## src/rtl/mips32_loader_pkg.sv

```systemverilog
// Shared types and constants for the MIPS32 boot-time program loader.
package mips32_loader_pkg;

  typedef enum logic [2:0] {
    IDLE,
    HDR,
    DATA,
    CSUM,
    START,
    ERR
  } state_t;

  localparam logic [7:0]  SYNC_BYTE_DEFAULT = 8'hA5;
  localparam int unsigned HDR_LEN           = 4;

endpackage

```

## src/rtl/mips32_word_asm.sv

```systemverilog
// Big-endian byte-to-word shifter with a running XOR over every accepted byte.
module mips32_word_asm (
  input  logic        clk,
  input  logic        rst,
  input  logic        byte_stb,
  input  logic        clear,
  input  logic [7:0]  byte_in,
  output logic        word_valid,
  output logic [31:0] word,
  output logic [7:0]  csum
);

  logic [1:0]  byte_cnt;
  logic [23:0] shreg;

  // NOTE: state registers use non-blocking assignments so every flop samples
  // pre-edge values; blocking here would create order-dependent behaviour.
  always_ff @(posedge clk) begin
    if (rst || clear) begin
      byte_cnt <= '0;
      shreg    <= '0;
      csum     <= '0;
    end else if (byte_stb) begin
      byte_cnt <= byte_cnt + 2'd1;
      shreg    <= {shreg[15:0], byte_in};
      csum     <= csum ^ byte_in;
    end
  end

  // The 4th byte completes the word combinationally; the consumer registers it.
  assign word_valid = byte_stb && (byte_cnt == 2'd3);
  assign word       = {shreg, byte_in};

endmodule

```

## src/rtl/mips32_prog_loader.sv

```systemverilog
// Framed byte-stream loader: writes a checksummed image into core memory,
// then releases the halted core with an entry PC.
module mips32_prog_loader
  import mips32_loader_pkg::*;
#(
  parameter int         ADDR_W    = 10,
  parameter logic [7:0] SYNC_BYTE = SYNC_BYTE_DEFAULT
) (
  input  logic              clk,
  input  logic              rst,
  input  logic              in_valid,
  input  logic [7:0]        in_data,
  output logic              in_ready,
  output logic              mem_we,
  output logic [ADDR_W-1:0] mem_addr,
  output logic [31:0]       mem_wdata,
  output logic              core_halt,
  output logic              core_start,
  output logic [31:0]       core_pc,
  output logic              busy,
  output logic              err
);

  localparam logic [16:0] MEM_DEPTH = 17'd1 << ADDR_W;

  state_t      state, state_nxt;
  logic        accept;
  logic        sync_seen;
  logic        hdr_last;
  logic [23:0] hdr_q;
  logic [1:0]  hdr_cnt;
  logic [31:0] hdr_word;
  logic [16:0] hdr_span;
  logic [15:0] load_addr;
  logic [15:0] count;
  logic [15:0] word_idx;
  logic        released;
  logic        word_valid;
  logic [31:0] word;
  logic [7:0]  csum;

  assign in_ready  = !rst && (state != START) && (state != ERR);
  assign accept    = in_valid && in_ready;
  assign sync_seen = (state == IDLE) && accept && (in_data == SYNC_BYTE);
  assign hdr_last  = (state == HDR) && accept && (hdr_cnt == 2'(HDR_LEN - 1));
  assign hdr_word  = {hdr_q, in_data};
  assign hdr_span  = {1'b0, hdr_word[31:16]} + {1'b0, hdr_word[15:0]};

  mips32_word_asm u_word_asm (
    .clk        (clk),
    .rst        (rst),
    .byte_stb   (accept && (state == DATA)),
    .clear      ((state == IDLE) || (state == HDR)),
    .byte_in    (in_data),
    .word_valid (word_valid),
    .word       (word),
    .csum       (csum)
  );

  // NOTE: next-state is assigned a default before the case so no path leaves
  // it unassigned, which would otherwise infer a latch.
  always_comb begin
    state_nxt = state;
    case (state)
      IDLE:  if (sync_seen) state_nxt = HDR;
      HDR: begin
        if (hdr_last) begin
          if (hdr_span > MEM_DEPTH)          state_nxt = ERR;
          else if (hdr_word[15:0] == 16'd0)  state_nxt = CSUM;
          else                               state_nxt = DATA;
        end
      end
      DATA:  if (word_valid && (word_idx == count - 16'd1)) state_nxt = CSUM;
      CSUM:  if (accept) state_nxt = (in_data == csum) ? START : ERR;
      START: state_nxt = IDLE;
      ERR:   state_nxt = ERR;
      default: state_nxt = IDLE;
    endcase
  end

  always_ff @(posedge clk) begin
    if (rst) begin
      state     <= IDLE;
      hdr_q     <= '0;
      hdr_cnt   <= '0;
      load_addr <= '0;
      count     <= '0;
      word_idx  <= '0;
      released  <= 1'b0;
      mem_we    <= 1'b0;
      mem_addr  <= '0;
      mem_wdata <= '0;
    end else begin
      state  <= state_nxt;
      mem_we <= word_valid;
      if (word_valid) begin
        mem_addr  <= load_addr[ADDR_W-1:0] + word_idx[ADDR_W-1:0];
        mem_wdata <= word;
        word_idx  <= word_idx + 16'd1;
      end
      if (sync_seen) begin
        released <= 1'b0;
        hdr_cnt  <= '0;
        word_idx <= '0;
      end
      if ((state == HDR) && accept) begin
        hdr_q   <= hdr_word[23:0];
        hdr_cnt <= hdr_cnt + 2'd1;
      end
      if (hdr_last) begin
        load_addr <= hdr_word[31:16];
        count     <= hdr_word[15:0];
      end
      if (state == START) released <= 1'b1;
    end
  end

  // The core runs only during the start pulse and after a verified load.
  assign core_start = (state == START);
  assign core_pc    = core_start ? {16'd0, load_addr} : 32'd0;
  assign core_halt  = !(core_start || released);
  assign busy       = (state == HDR) || (state == DATA) || (state == CSUM);
  assign err        = (state == ERR);

endmodule

```

## config.mk

```make
export PLATFORM = sky130hd
export DESIGN_NAME = mips32_prog_loader
export DESIGN_NICKNAME = d
export VERILOG_FILES = /design/src/rtl/mips32_loader_pkg.sv /design/src/rtl/mips32_word_asm.sv /design/src/rtl/mips32_prog_loader.sv
export SDC_FILE = /design/constraint.sdc
export NUM_CORES = 1
export LEC_CHECK = 0
export BUFFER_PORTS_ARGS = -buffer_cell sky130_fd_sc_hd__buf_2
export CAP_MARGIN = 30
export CORE_MARGIN = 5
export CORE_UTILIZATION = 60
export CTS_BUF_LIST = sky130_fd_sc_hd__clkbuf_2
export DETAILED_ROUTE_END_ITERATION = 16
export PLACE_DENSITY = 0.82
export RECOVER_POWER = 100
export SLEW_MARGIN = 30
export SYNTH_ARGS = -nofsm -noshare
export SYNTH_HDL_FRONTEND = slang
export SYNTH_SLANG_ARGS = --single-unit
export TNS_END_PERCENT = 20
```

## constraint.sdc

```tcl
create_clock -name clk -period 3.16 [get_ports clk]
set_input_delay 0 -clock clk [delete_from_list [all_inputs] [get_ports clk]]
set_output_delay 0 -clock clk [all_outputs]
set_load 0.1 [all_outputs]
```

# Yosys cells after proc, flatten, opt, wreduce, memory -nomap -nowiden
# Cells that the tools add are included.
totals:
  romBits: 0
  ram_bits: 0
  latchBits: 0
  wordCells: 73
  n_memories: 0
  out_inout_bits: 80
  in_bits: 11
  reg_bits: 155
op_classes:
  multipliers: 0
  n_div: 0
  n_bitwise: 1
  eq_ne: 16
  n_shift: 0
  order_cmp: 1
  add_sub_neg: 6
  n_reduce_logical: 23
  mux: 13
ops:
  columns: ["op", "count"]
  rows:
  - ["$add 16x16->17", 1]
  - ["$gt 17x11->1 const B", 1]
  - ["$add 16x1->16 const B", 1]
  - ["$eq 16x16->1", 1]
  - ["$logic_not 16->1", 1]
  - ["$mux 16", 1]
  - ["$sub 16x1->16 const B", 1]
  - ["$mux 3", 5]
  - ["$pmux 3 s5", 1]
  - ["$add 10x10->10", 1]
  - ["$logic_and 1x1->1", 10]
  - ["$eq 8x8->1", 1]
  - ["$eq 8x8->1 const B", 1]
  - ["$xor 8x8->8", 1]
  - ["$eq 3x2->1 const B", 2]
  - ["$eq 3x3->1 const B", 2]
  - ["$ne 2x2->1 const B", 3]
  - ["$ne 3x3->1 const B", 2]
  - ["$logic_or 1x1->1", 5]
  - ["$add 2x1->2 const B", 2]
  - ["$eq 2x2->1 const B", 2]
  - ["$mux 1", 4]
  - ["$mux 2", 2]
  - ["$reduce_and 4->1", 1]
  - ["6 further kinds", 8]

# Depth between registers and ports, before layout
logic_depth:
  depth_word: 9
  depth_mapped: 11
  mapped_depth_nobuf: 11

# Cells and area by module
# Synthesis repeated with hierarchy kept, for this count alone.
hier_totals:
  hier_cells: 923
  hier_area_um2: 7870.0
by_module_without_submodules:
  columns: ["mod", "area_each_um2", "cells_per_inst", "instances"]
  rows:
  - ["mips32_prog_loader", 6462.4, 793, 1]
  - ["mips32_word_asm", 1407.6, 130, 1]

# Worst setup path before layout
# Ideal clock, no wire load.
synth_path:
  path_kind: "reg2out"
  from: "reg state[2]"
  to: "out core_pc[10]"
  path_buffers: 2
  slack_ns: 0.208
  required_time_ns: 3.160
  arrival_ns: 2.952
  path_stages_with_launch: 5
  cell_sequence: "dfxtp_1 > clkbuf_1 > nor3b_1 > clkbuf_1 > and2_1"
synth_between:
  elab_chain_len: 2
synth_rtl:
  columns: ["element", "line", "text"]
  rows:
  - ["from (decl)", "mips32_prog_loader.sv:26", "state_t state, state_nxt;"]
  - ["from (signal assigned)", "mips32_prog_loader.sv:94", "state <= state_nxt;"]
  - ["$eq 3x3->1", "mips32_prog_loader.sv:119", "assign core_start = (state == START);"]
  - ["net core_start", "mips32_prog_loader.sv:18", "output logic core_start,"]
  - ["$mux 16", "mips32_prog_loader.sv:120", "assign core_pc = core_start ? {16'd0, load_addr} : 32'd0;"]
  - ["to (decl)", "mips32_prog_loader.sv:19", "output logic [31:0] core_pc,"]
# The timed path passes the listed nets, and every way through them passes these cells.

# Worst setup path in the final report
layout_path:
  from: "reg hdr_q[8]"
  to: "reg state[0]"
layout_between:
  elab_chain_len: 5
layout_rtl:
  columns: ["element", "line", "text"]
  rows:
  - ["from (decl)", "mips32_prog_loader.sv:30", "logic [23:0] hdr_q;"]
  - ["from (signal assigned)", "mips32_prog_loader.sv:107", "hdr_q <= hdr_word[23:0];"]
  - ["$add 16x16->17", "mips32_prog_loader.sv:47", "assign hdr_span = {1'b0, hdr_word[31:16]} + {1'b0, hdr_word[15:0]};"]
  - ["$gt 17x11->1", "mips32_prog_loader.sv:68", "if (hdr_span > MEM_DEPTH) state_nxt = ERR;"]
  - ["$mux 3", "mips32_prog_loader.sv:68", null]
  - ["$mux 3", "mips32_prog_loader.sv:67", "if (hdr_last) begin"]
  - ["$pmux 3 s5", "mips32_prog_loader.sv:64", "case (state)"]
# No other way between the ends. The select of a mux whose other input is x is not followed.
# A chain may end at the register's enable or synchronous reset.

==> run metrics <==
synth top area cells=dfxtp_1 (40%), nand2_1 (13%), a21oi_1 (8.4%); global route overflow=0; VDD IR-drop max=0.3857 mV; CTS tree=yes; worst hold margin=0.1128 ns; Synth Register Bits=155; Starting Density=61.15%; sequential element share of the synthesized area=40.21%; Max Buffers Root-to-Sink=2; WL/cell=15.61 um; total power=3.248 mW; Post-Syn Area=7717 um^2; Layout area overhead=9.387%; latest clock arrival within the worst-skew pair=0.77 ns; synth cell count leaders=nand2_1 (262), dfxtp_1 (155), a21oi_1 (130), nor2_1 (56), clkbuf_1 (51); Worst EP arrival=3.74 ns; port bufs=74; crit-path max cell delay=0.47 ns; CTS Buf Count=17; Final Critical Period=3.033 ns; syn avg cell area=7.851 um^2; Initial DRC Count=621; status=complete, no violations; final hold vios=0; fin crit share=95.98%; WL final=19.20 mm; clock skew=0.03662 ns; Root Driver=clkbuf_2; Netlist cell types=69; I/O Pins=91; antenna violations before repair=1; final setup vio count=0; Post-synth top flop=dfxtp_1; core area=12620 um^2; hold crit path type=in2reg; Vias=6887; layout cell share with drive strength beyond 1=8.420%; largest net degree at the start of global routing=58; CP max FO=3; nets=1086; Worst slew margin=19.28%; CTS sink cnt=155; Slew Viols, Final=0; post-synth top area share=40.21%; worst path required time=3.86 ns; post-synthesis async set-or-reset flop share=0%; pwr dens=384.7 nW/um^2; cell with the most instances after synthesis=nand2_1; Chip Height=123.4 um; GRT Max-Usage Layer=met2; Max Freq=329.7 MHz; Worst setup SP type=register; Detailed Place HPWL=13.47 mm; residual DRC count=0; Worst-Margin Slew=1.216 ns; Global Route Usage Sum=26.02%; DRT antenna net count=0; Die X=123.4 um; critical path class=reg2reg; die area=15230 um^2; YS warnings=0; first-pass GRT wire length=31.33 mm; placer congestion estimate=0.9264; Critical Path End Type=register; Yosys top cell by area=dfxtp_1; Leak=3.163 nW; Max-Cap Viols=0; vias per cell=5.599; Worst-path clk slew=0.26 ns; M3 GR Usage=5.352%; global-route met2 utilization=40.57%; CP max-delay cell=a2111oi_1; drt pass-1 iters=7; Clock H-tree levels=4; vias in the first global route=6277; Mapped Cells=983; number of synthesized flops with an enable pin=0; grt met1 use=36.21%; row count=41; cell mode on critical path=nand4_1; ordered list of cells on the worst path=ha_1 > fa_2 > a2111oi_1 > nand4_1 > nor4b_1 > nand4_1 > a2111oi_4 > a21oi_1 > o32a_1
[layout make-up]
type                            instances  area (um^2)
Fill cell                            1104         4178
Timing Repair Buffer                  102        541.8
Clock buffer                           17        85.08
Tap cell                              172        215.2
Clock inverter                         15        151.4
Inverter                               12        45.04
Sequential cell                       155         3104
Antenna cell                            1        2.502
Multi-Input combinational cell        756         4297
[kinds of logic after synthesis]
group | synth area share (%)
and+or+nand+nor | 26.78
AOI/OAI and AO/OA | 15.22
DFF | 40.21
buffers and inverters | 5.058
xor gates and xnor gates | 6.923
adders and majority gates | 5.221
muxes | 0.5350
other | 0.04859
[critical path: cells and delay by family, from the launching register on]
family | cells | cell delay, ns
adder cells (fa/ha/maj) | 2 | 0.65
AND/OR/NAND/NOR | 3 | 0.63
flip-flops | 1 | 0.39
AO/OA/AOI/OAI | 4 | 1.31
[stage by stage]
stage	TNS (ns)	area, um^2	std cells	setup WS, ns	utilization, %
6_report	0	8442	1230	0.1270	66.89
5_1_grt	-0.09522	8442	1230	-0.09522	66.89
4_1_cts	0	8502	1228	0.03209	67.37
3_5_place_dp	0	8135	1183	0.04845	64.47
3_3_place_gp	0	8135	1183	0.1294	64.47
2_1_floorplan	0	7774	998	0.2081	-
[repair_timing]
action,CTS,global route
resized for setup,0,6
buffers inserted,0,1
hold buffers,13,0
endpoints found under the hold margin,114,0
endpoints found under the setup margin,0,2
[power breakdown]
part           internal [mW]  switching, mW  total, mW  leakage, nW
Clock                  0.255          0.816       1.07        0.143
Combinational         0.0418          0.169      0.210         1.77
Sequential              1.96        0.00372       1.97         1.25
[layer usage]
| metal | wire length (um) | up-vias |
|---|---|---|
| met5 | 0 | - |
| met4 | 363 | 0 |
| met3 | 1194 | 26 |
| met2 | 9086 | 218 |
| met1 | 8550 | 3234 |
| li1 | - | 3409 |
[cells in the final DEF (no fill, tap or decap), types with 6 or more instances in the layout]
cell type and n:
buf_2 9, dfxtp_1 154, o21ai_0 14, xor2_1 32
nor2b_1 9, and2_1 20, clkbuf_1 49, xnor2_1 29
ha_1 29, nand4_1 10, nand3b_1 16, dlygate4sd3_1 13
a21o_1 8, nand2_1 262, nand3_1 12, a31oi_1 9
nor4_1 11, a21oi_1 130, conb_1 16, and3_1 8
nor2_1 56, clkbuf_2 37, inv_1 11, nor3_1 11
buf_4 10, nand2b_1 6
[sequential cells by signal, indices dropped and copies added, names as in the netlist]
register,count
released,1
u_word_asm.byte_cnt,2
u_word_asm.csum,8
hdr_q,24
u_word_asm.shreg,24
hdr_cnt,2
mem_wdata,32
load_addr,16
word_idx,16
state,3
mem_addr,10
mem_we,1
count,16
[final timing paths]
check                                           from  cells past startpoint            end  slack (ns)
worst min register to register  u_word_asm.shreg[23]                      2  mem_wdata[31]        0.47
worst max-delay path                        hdr_q[8]                      9       state[0]        0.13
worst max register to register              hdr_q[8]                      9       state[0]        0.13
worst min-delay path                      in_data[2]                      4   mem_wdata[2]        0.11
Note: power is estimated with default switching activity, not from simulation.
